**config.mk**
```make
export PLATFORM = sky130hd
export DESIGN_NAME = seq_mult_taint
export DESIGN_NICKNAME = d
export VERILOG_FILES = /design/src/rtl/seq_mult_taint.sv
export SDC_FILE = /design/constraint.sdc
export NUM_CORES = 1
export LEC_CHECK = 0
export ABC_AREA = 0
export CORE_MARGIN = 4
export CORE_UTILIZATION = 53
export DETAILED_ROUTE_END_ITERATION = 8
export HOLD_SLACK_MARGIN = 0.12
export PLACE_DENSITY = 0.9
export SLEW_MARGIN = 15
export SYNTH_ARGS = -nofsm -noshare
export SYNTH_HDL_FRONTEND = slang
export SYNTH_SLANG_ARGS = --single-unit
```
**constraint.sdc**
```tcl
create_clock -name clk -period 3.5 [get_ports clk]
set_clock_uncertainty 0.2 [all_clocks]
set_input_delay 0.875 -clock clk [delete_from_list [all_inputs] [get_ports clk]]
set_output_delay 0.875 -clock clk [all_outputs]
set_load 0.005 [all_outputs]
```
**src/rtl/seq_mult_taint.sv**
```systemverilog
// seq_mult_taint: sequential shift-and-add multiplier, one multiplier bit per
// cycle, with optional taint (information-flow) tracking.
// Optional feature macro: SEQ_MULT_TAINT_TRACK_EN builds the taint registers;
// without it every _t output is tied low and every _t input is ignored.
//
// Handshake: start is sampled only while idle (busy=0). The accept edge
// captures the operands; busy then stays high for WIDTH RUN cycles plus one
// DONE cycle, in which done pulses and product presents the result. product
// and product_t hold until the next completion.
module seq_mult_taint #(
    parameter int WIDTH = 8
) (
    input  logic                 clk,
    input  logic                 rst_n,
    input  logic                 start,
    input  logic                 start_t,
    input  logic                 signed_mode,
    input  logic                 signed_mode_t,
    input  logic [WIDTH-1:0]     multiplier,
    input  logic                 multiplier_t,
    input  logic [WIDTH-1:0]     multiplicand,
    input  logic                 multiplicand_t,
    output logic                 busy,
    output logic                 busy_t,
    output logic                 done,
    output logic                 done_t,
    output logic [2*WIDTH-1:0]   product,
    output logic                 product_t
);

    localparam int CW = $clog2(WIDTH);
    localparam int AW = 2 * WIDTH + 1;

    typedef enum logic [1:0] {
        S_IDLE = 2'd0,
        S_RUN  = 2'd1,
        S_DONE = 2'd2
    } state_t;

    state_t               state_q;
    logic [CW-1:0]        cnt_q;
    logic [AW-1:0]        acc_q;
    logic [WIDTH-1:0]     mplier_q;
    logic [WIDTH-1:0]     mcand_q;
    logic                 smode_q;
    logic                 busy_q;
    logic                 done_q;
    logic [2*WIDTH-1:0]   product_q;

    logic                 accept;
    logic                 finish;
    logic                 leave_done;
    logic [WIDTH:0]       mcand_ext;
    logic [WIDTH:0]       upper_d;
    logic [AW-1:0]        acc_d;

    assign accept     = (state_q == S_IDLE) && start;
    assign finish     = (state_q == S_RUN) && (cnt_q == '0);
    assign leave_done = (state_q == S_DONE);

    // One iteration: conditional add/subtract into the upper half, then shift.
    // The last iteration in signed mode subtracts (weight of the MSB is negative).
    always_comb begin
        mcand_ext = smode_q ? {mcand_q[WIDTH-1], mcand_q} : {1'b0, mcand_q};
        upper_d   = acc_q[AW-1:WIDTH];
        if (mplier_q[0]) begin
            if (smode_q && (cnt_q == '0)) begin
                upper_d = acc_q[AW-1:WIDTH] - mcand_ext;
            end else begin
                upper_d = acc_q[AW-1:WIDTH] + mcand_ext;
            end
        end
        acc_d = {(smode_q ? upper_d[WIDTH] : 1'b0), upper_d, acc_q[WIDTH-1:1]};
    end

    // Control FSM with datapath registers and registered busy/done/product.
    always_ff @(posedge clk or negedge rst_n) begin
        if (!rst_n) begin
            state_q   <= S_IDLE;
            cnt_q     <= '0;
            acc_q     <= '0;
            mplier_q  <= '0;
            mcand_q   <= '0;
            smode_q   <= 1'b0;
            busy_q    <= 1'b0;
            done_q    <= 1'b0;
            product_q <= '0;
        end else begin
            case (state_q)
                S_IDLE: begin
                    done_q <= 1'b0;
                    if (start) begin
                        mplier_q <= multiplier;
                        mcand_q  <= multiplicand;
                        smode_q  <= signed_mode;
                        acc_q    <= '0;
                        cnt_q    <= CW'(WIDTH - 1);
                        busy_q   <= 1'b1;
                        state_q  <= S_RUN;
                    end
                end
                S_RUN: begin
                    acc_q    <= acc_d;
                    mplier_q <= mplier_q >> 1;
                    if (cnt_q == '0) begin
                        product_q <= acc_d[2*WIDTH-1:0];
                        done_q    <= 1'b1;
                        state_q   <= S_DONE;
                    end else begin
                        cnt_q <= cnt_q - 1'b1;
                    end
                end
                S_DONE: begin
                    done_q  <= 1'b0;
                    busy_q  <= 1'b0;
                    state_q <= S_IDLE;
                end
                default: begin
                    done_q  <= 1'b0;
                    busy_q  <= 1'b0;
                    state_q <= S_IDLE;
                end
            endcase
        end
    end

    assign busy    = busy_q;
    assign done    = done_q;
    assign product = product_q;

`ifdef SEQ_MULT_TAINT_TRACK_EN
    logic data_t_q;
    logic ctrl_t_q;
    logic product_t_q;

    // Taint state: data taint follows the operands into product; control taint
    // follows only start_t, since latency never depends on operand values.
    always_ff @(posedge clk or negedge rst_n) begin
        if (!rst_n) begin
            data_t_q    <= 1'b0;
            ctrl_t_q    <= 1'b0;
            product_t_q <= 1'b0;
        end else begin
            if (accept) begin
                data_t_q <= multiplier_t | multiplicand_t | signed_mode_t | start_t;
                ctrl_t_q <= start_t;
            end else if (leave_done) begin
                ctrl_t_q <= 1'b0;
            end
            if (finish) begin
                product_t_q <= data_t_q;
            end
        end
    end

    assign busy_t    = ctrl_t_q;
    assign done_t    = ctrl_t_q & done_q;
    assign product_t = product_t_q;
`else
    logic unused_taint;
    assign unused_taint = ^{start_t, signed_mode_t, multiplier_t, multiplicand_t,
                            accept, finish, leave_done};
    assign busy_t    = 1'b0;
    assign done_t    = 1'b0;
    assign product_t = 1'b0;
`endif

endmodule

```
Yosys cells after proc, flatten, opt, wreduce, memory -nomap -nowiden:

Index checks and enable logic that the tools add are counted.

* word-level logic and storage cells: 45
* flip-flop bits (word level): 57
* input bits: 24
* output and inout port bits: 21

* bitwise operators: 1
* $add $sub $neg: 3
* multiplexer cells: 18
* equality and inequality tests: 4
* reduce and logical (&&, ||, !) cells: 10

Operators by type and width (number)
* $pmux W17 S2: 1
* $mux W9: 3
* $mux W17: 1
* $pmux W8 S2: 1
* $reduce_and A2 Y1: 5
* $add A9 B9 Y9: 1
* $sub A9 B9 Y9: 1
* $mux W8: 1
* $mux W3: 2
* $pmux W3 S2: 1
* $mux W1: 4
* $mux W2: 2
* $ne A2 B2 Y1 const B: 2
* $pmux W2 S2: 1
* $logic_not A3 Y1: 1
* $reduce_and A3 Y1: 1
* $sub A3 B1 Y3 const B: 1
* $eq A2 B1 Y1 const B: 1
* $logic_not A2 Y1: 1
* $ne A2 B1 Y1 const B: 1
* $pmux W1 S2: 1
* $reduce_bool A2 Y1: 1
* $logic_and A1 B1 Y1: 1
* $not A1 Y1: 1

Logic depth before layout (Yosys ltp):

* depth in word-level cells: 6
* gate-level depth with buffers: 13
* depth with buffers taken out: 13

Worst setup path after synthesis:

Ideal clock, no wire load.

* path type: register -> register
* from: register mcand_q[0]
* to: register acc_q[15]
* clock period less this slack: 2872 ps
* path slack: 628 ps
* data required time: 3165 ps
* path buffers: 0
* stages on the path, launching flop included: 13
* setup time: 135 ps
* arrival time: 2537 ps
* cells stage by stage: dfrtp_1 > inv_1 > ha_1 > or3b_4 > o31ai_1 > xor2_1 > ha_1 > a21o_1 > a31o_2 > a21oi_1 > mux2i_1 > xnor2_1 > o21ai_0

* longest elaborated chain between the ends: 5
* elaborated cells on any way between the ends: 6
* those cells by class: add/sub (2); mux (4)

Ends and longest elaborated chain
* from (decl): line 44 `logic [WIDTH-1:0] mcand_q;`
* from (signal assigned): line 94 `mcand_q <= multiplicand;`
* $mux W9 (*): line 64 `mcand_ext = smode_q ? {mcand_q[WIDTH-1], mcand_q} : {1'b0, mcand_q};`
* $add A9 B9 Y9 or $sub A9 B9 Y9 (tied branches): line 70, 68
* $mux W9 (*): line 67 `if (smode_q && (cnt_q == '0)) begin`
* $mux W9 (*): line 66 `if (mplier_q[0]) begin`
* $pmux W17 S2 (*): line 89 `case (state_q)`
* to (signal assigned): line 81 `acc_q <= '0;`
* to (signal assigned): line 96 `acc_q <= '0;`
* to (signal assigned): line 103 `acc_q <= acc_d;`
* to (decl): line 42 `logic [AW-1:0] acc_q;`

Mark *: on every way between the ends. The rest lies on a longest branch, timed or not.
A chain may end at the register's enable or synchronous reset.

Worst setup path in the final report:

* from: register cnt_q[0]
* to: register acc_q[15]

* longest elaborated chain between the ends: 5

Ends and longest elaborated chain
* from (decl): line 41 `logic [CW-1:0] cnt_q;`
* from (signal assigned): line 97 `cnt_q <= CW'(WIDTH - 1);`
* from (signal assigned): line 110 `cnt_q <= cnt_q - 1'b1;`
* $logic_not A3 Y1: line 67
* $logic_and A1 B1 Y1: line 67
* $mux W9: line 67
* $mux W9: line 66
* $pmux W17 S2: line 89

Every way passes these cells.

==> flow_metrics.tcl <==
set metrics [dict create \
    die_h_um 80.9 \
    dpl_cell_area_um2 3270 \
    wl_per_cell_um 13.6 \
    synth_seq_area_share 0.497 \
    cts_hold_buf 0 \
    ioPinCount 45 \
    synth_edf_count 0 \
    ir_worst_vdd_mv 0.486 \
    yosysTopAreaCell "dfrtp_1" \
    start_util 0.548 \
    cts_max_level 2 \
    hpwl_um 4000 \
    ant_nets 0 \
    synth_compound_area_frac 0.150 \
    coreArea_um2 5140 \
    ys_warn_count 0 \
    dieWidth_um 80.9 \
    cp-start-kind "register" \
    antennaDiodeCount 0 \
    syn_inst 286 \
    dr.pass1.iters 4 \
    ys_ff_latch 56 \
    max_freq_mhz 311 \
    area_growth_pct 19.2 \
    root_buffer "clkbuf_8" \
    numPortBuffers 37 \
    worstPathRequired_ps 3490 \
    criticalPathCategory "register to register" \
    drtIter0Drc 93 \
    synth_top_area_share 0.497 \
    power_mw 3.24 \
    fin_area_um2 3360 \
    drive_gt1_frac 0.0890 \
    final-setup-viol-count 0 \
    outcome "finished, final reports clean" \
    ys_types 41 \
    die_area_um2 6550 \
    grt_pass1_wl_um 9450 \
    viasPerCell 5.34 \
    fin_ws_ps 283 \
    cap_viol_max_count 0 \
    synthMuxAreaShare 0.0737 \
    cts_resized 0 \
    critPathLaunch "cnt_q[0]" \
    hold_viol_final 0 \
    synth_top_family_by_area "simple AND/OR/NAND/NOR gates" \
    final-seq-area_um2 1400 \
    clkLatencyLatePin_ps 320 \
    syn_avg_cell_area_um2 9.86 \
    dp.cells 388 \
    multi_input_area_um2 1320 \
    ys.flop_type "dfrtp_1" \
    rows 26 \
    tns_ps 0 \
    final.min_clock_period_ps 3220 \
    drcViolationCount 0 \
    r2r_start "cnt_q[0]" \
    grt_max_degree 41 \
    cts_buffers 5 \
    grt-ovfl-total 0 \
    routed_wl_um 5380 \
    hp-class "primary input to async pin" \
    cts_tree "built" \
    hold_slack_ps 263 \
    clkSinkCount 56 \
    nFillCells 443 \
    power_leakage_nw 1.59 \
    grt_setup_unrepaired "false" \
    synthArstFlopShare 1.00 \
    postCtsSetupBuffers 0 \
    finalCritPeriodShare 0.919 \
    cp-end-kind "register" \
    fin_cells 396 \
    drv_slew 0 \
    finalWeightedCongestion 0.845 \
    first_global_vias 2089 \
    synth_fa_ha_area_frac 0.0559 \
    yosys.area_share.simple 0.154 \
    arrival_ps 3210 \
    grt.total_usage 0.185 \
    finish.net_count 361 \
    pre_cts_ws_ps 224 \
    clk_pin_slew_ps 100 \
    antenna_found_initial 0 \
    final_util 0.654 \
    synthXorXnorAreaFrac 0.0311 \
    clockBufferDepth 2 \
    max_slew_margin 0.665 \
    worst_slew_pin_slew_ps 503 \
    num_vias 2116 \
    path_max_fanout 8 \
    power.density_nw_per_um2 965 \
    netlist_area_um2 2820 \
    synth_area_leaders "dfrtp_1 (50%), nand2_1 (8.4%), o21ai_0 (5.9%), mux2i_1 (5.0%), ha_1 (4.9%)" \
]
[critical path, stage by stage, from the launching register on]
cell and delay (ps):
dfrtp_1 410, inv_1 90, ha_1 200, nand3b_2 200, nand2_1 120, o21ai_0 170
fa_1 470, nand2b_1 160, a21oi_1 310, a21oi_1 140, mux2i_1 150, xnor2_1 330
o21ai_0 130
[power by group]
part	leakage [nW]	total (mW)	switching [mW]	internal, mW
logic	0.836	1.70	0.881	0.819
registers	0.710	1.17	0.243	0.930
clock network	0.0452	0.368	0.222	0.146
total	1.59	3.24	1.35	1.90
[registers in the layout (all words and copies together) (netlist names)]
name      cells
acc_q        16
busy          1
cnt_q         3
done          1
mcand_q       8
mplier_q      8
product      16
smode_q       1
state_q       2
[routing by layer]
metal  wire (um)  part of all wire  global-route usage
met1        2470              0.46               0.243
met2        2560              0.48               0.308
met3         255             0.047              0.0366
met4          92             0.017              0.0591
met5           0                 0                   0
[kinds of logic (layout without fill, tap and decap cells)]
| kind of cell | after synthesis | count (layout) |
|---|---|---|
| compound gates | 65 | 65 |
| xor+xnor | 10 | 10 |
| fa+ha+maj | 12 | 12 |
| buf+inv | 25 | 63 |
| flops | 56 | 56 |
| mux | 20 | 20 |
| other cells | 1 | 3 |
| simple gates | 97 | 97 |
[cell usage after synthesis (all sizes together), types with 2 or more instances]
cell    count
a22o        7
ha         11
a21oi       7
nor2b       5
nand2      63
a21o        3
a31oi       3
o31ai       4
buf         6
xor2        5
dfrtp      56
mux2i      14
inv        11
nor2       11
a211o       2
mux2        6
clkbuf      7
xnor2       5
or3         3
o21ai      33
nand2b      3
nor3        4
nand3       2
[path summary, 6_finish.rpt]
| kind | endpoint | slack [ps] | cells after the start |
|---|---|---|---|
| worst max-delay path | acc_q[15] | 280 | 12 |
| worst min-delay path | mcand_q[0] | 260 | 1 |
| worst max register to register | acc_q[15] | 280 | 12 |
| worst min register to register | product[3] | 280 | 2 |
| max in group asynchronous | mplier_q[6] | 2020 | 2 |
| min in group clk | product[3] | 280 | 2 |
[final cells by class]
class	count	share of cell area
Timing Repair Buffer	43	0.122
Multi-Input combinational cell	207	0.394
Clock buffer	5	0.0205
Tap cell	70	0.0261
Inverter	12	0.0134
Sequential cell	56	0.417
Clock inverter	3	0.00745
[cells in the final DEF (no fill, tap or decap), drive strengths merged, types with 5 or more instances in the layout]
master          n
mux2            6
nand2          63
nor2b           5
clkbuf          5
clkdlybuf4s50  36
mux2i          14
nor2           11
a22o            7
a21oi           7
inv            13
ha             11
dfrtp          56
o21ai          33
xnor2           5
buf             7
xor2            5
Note: power is estimated with default switching activity, not from simulation.
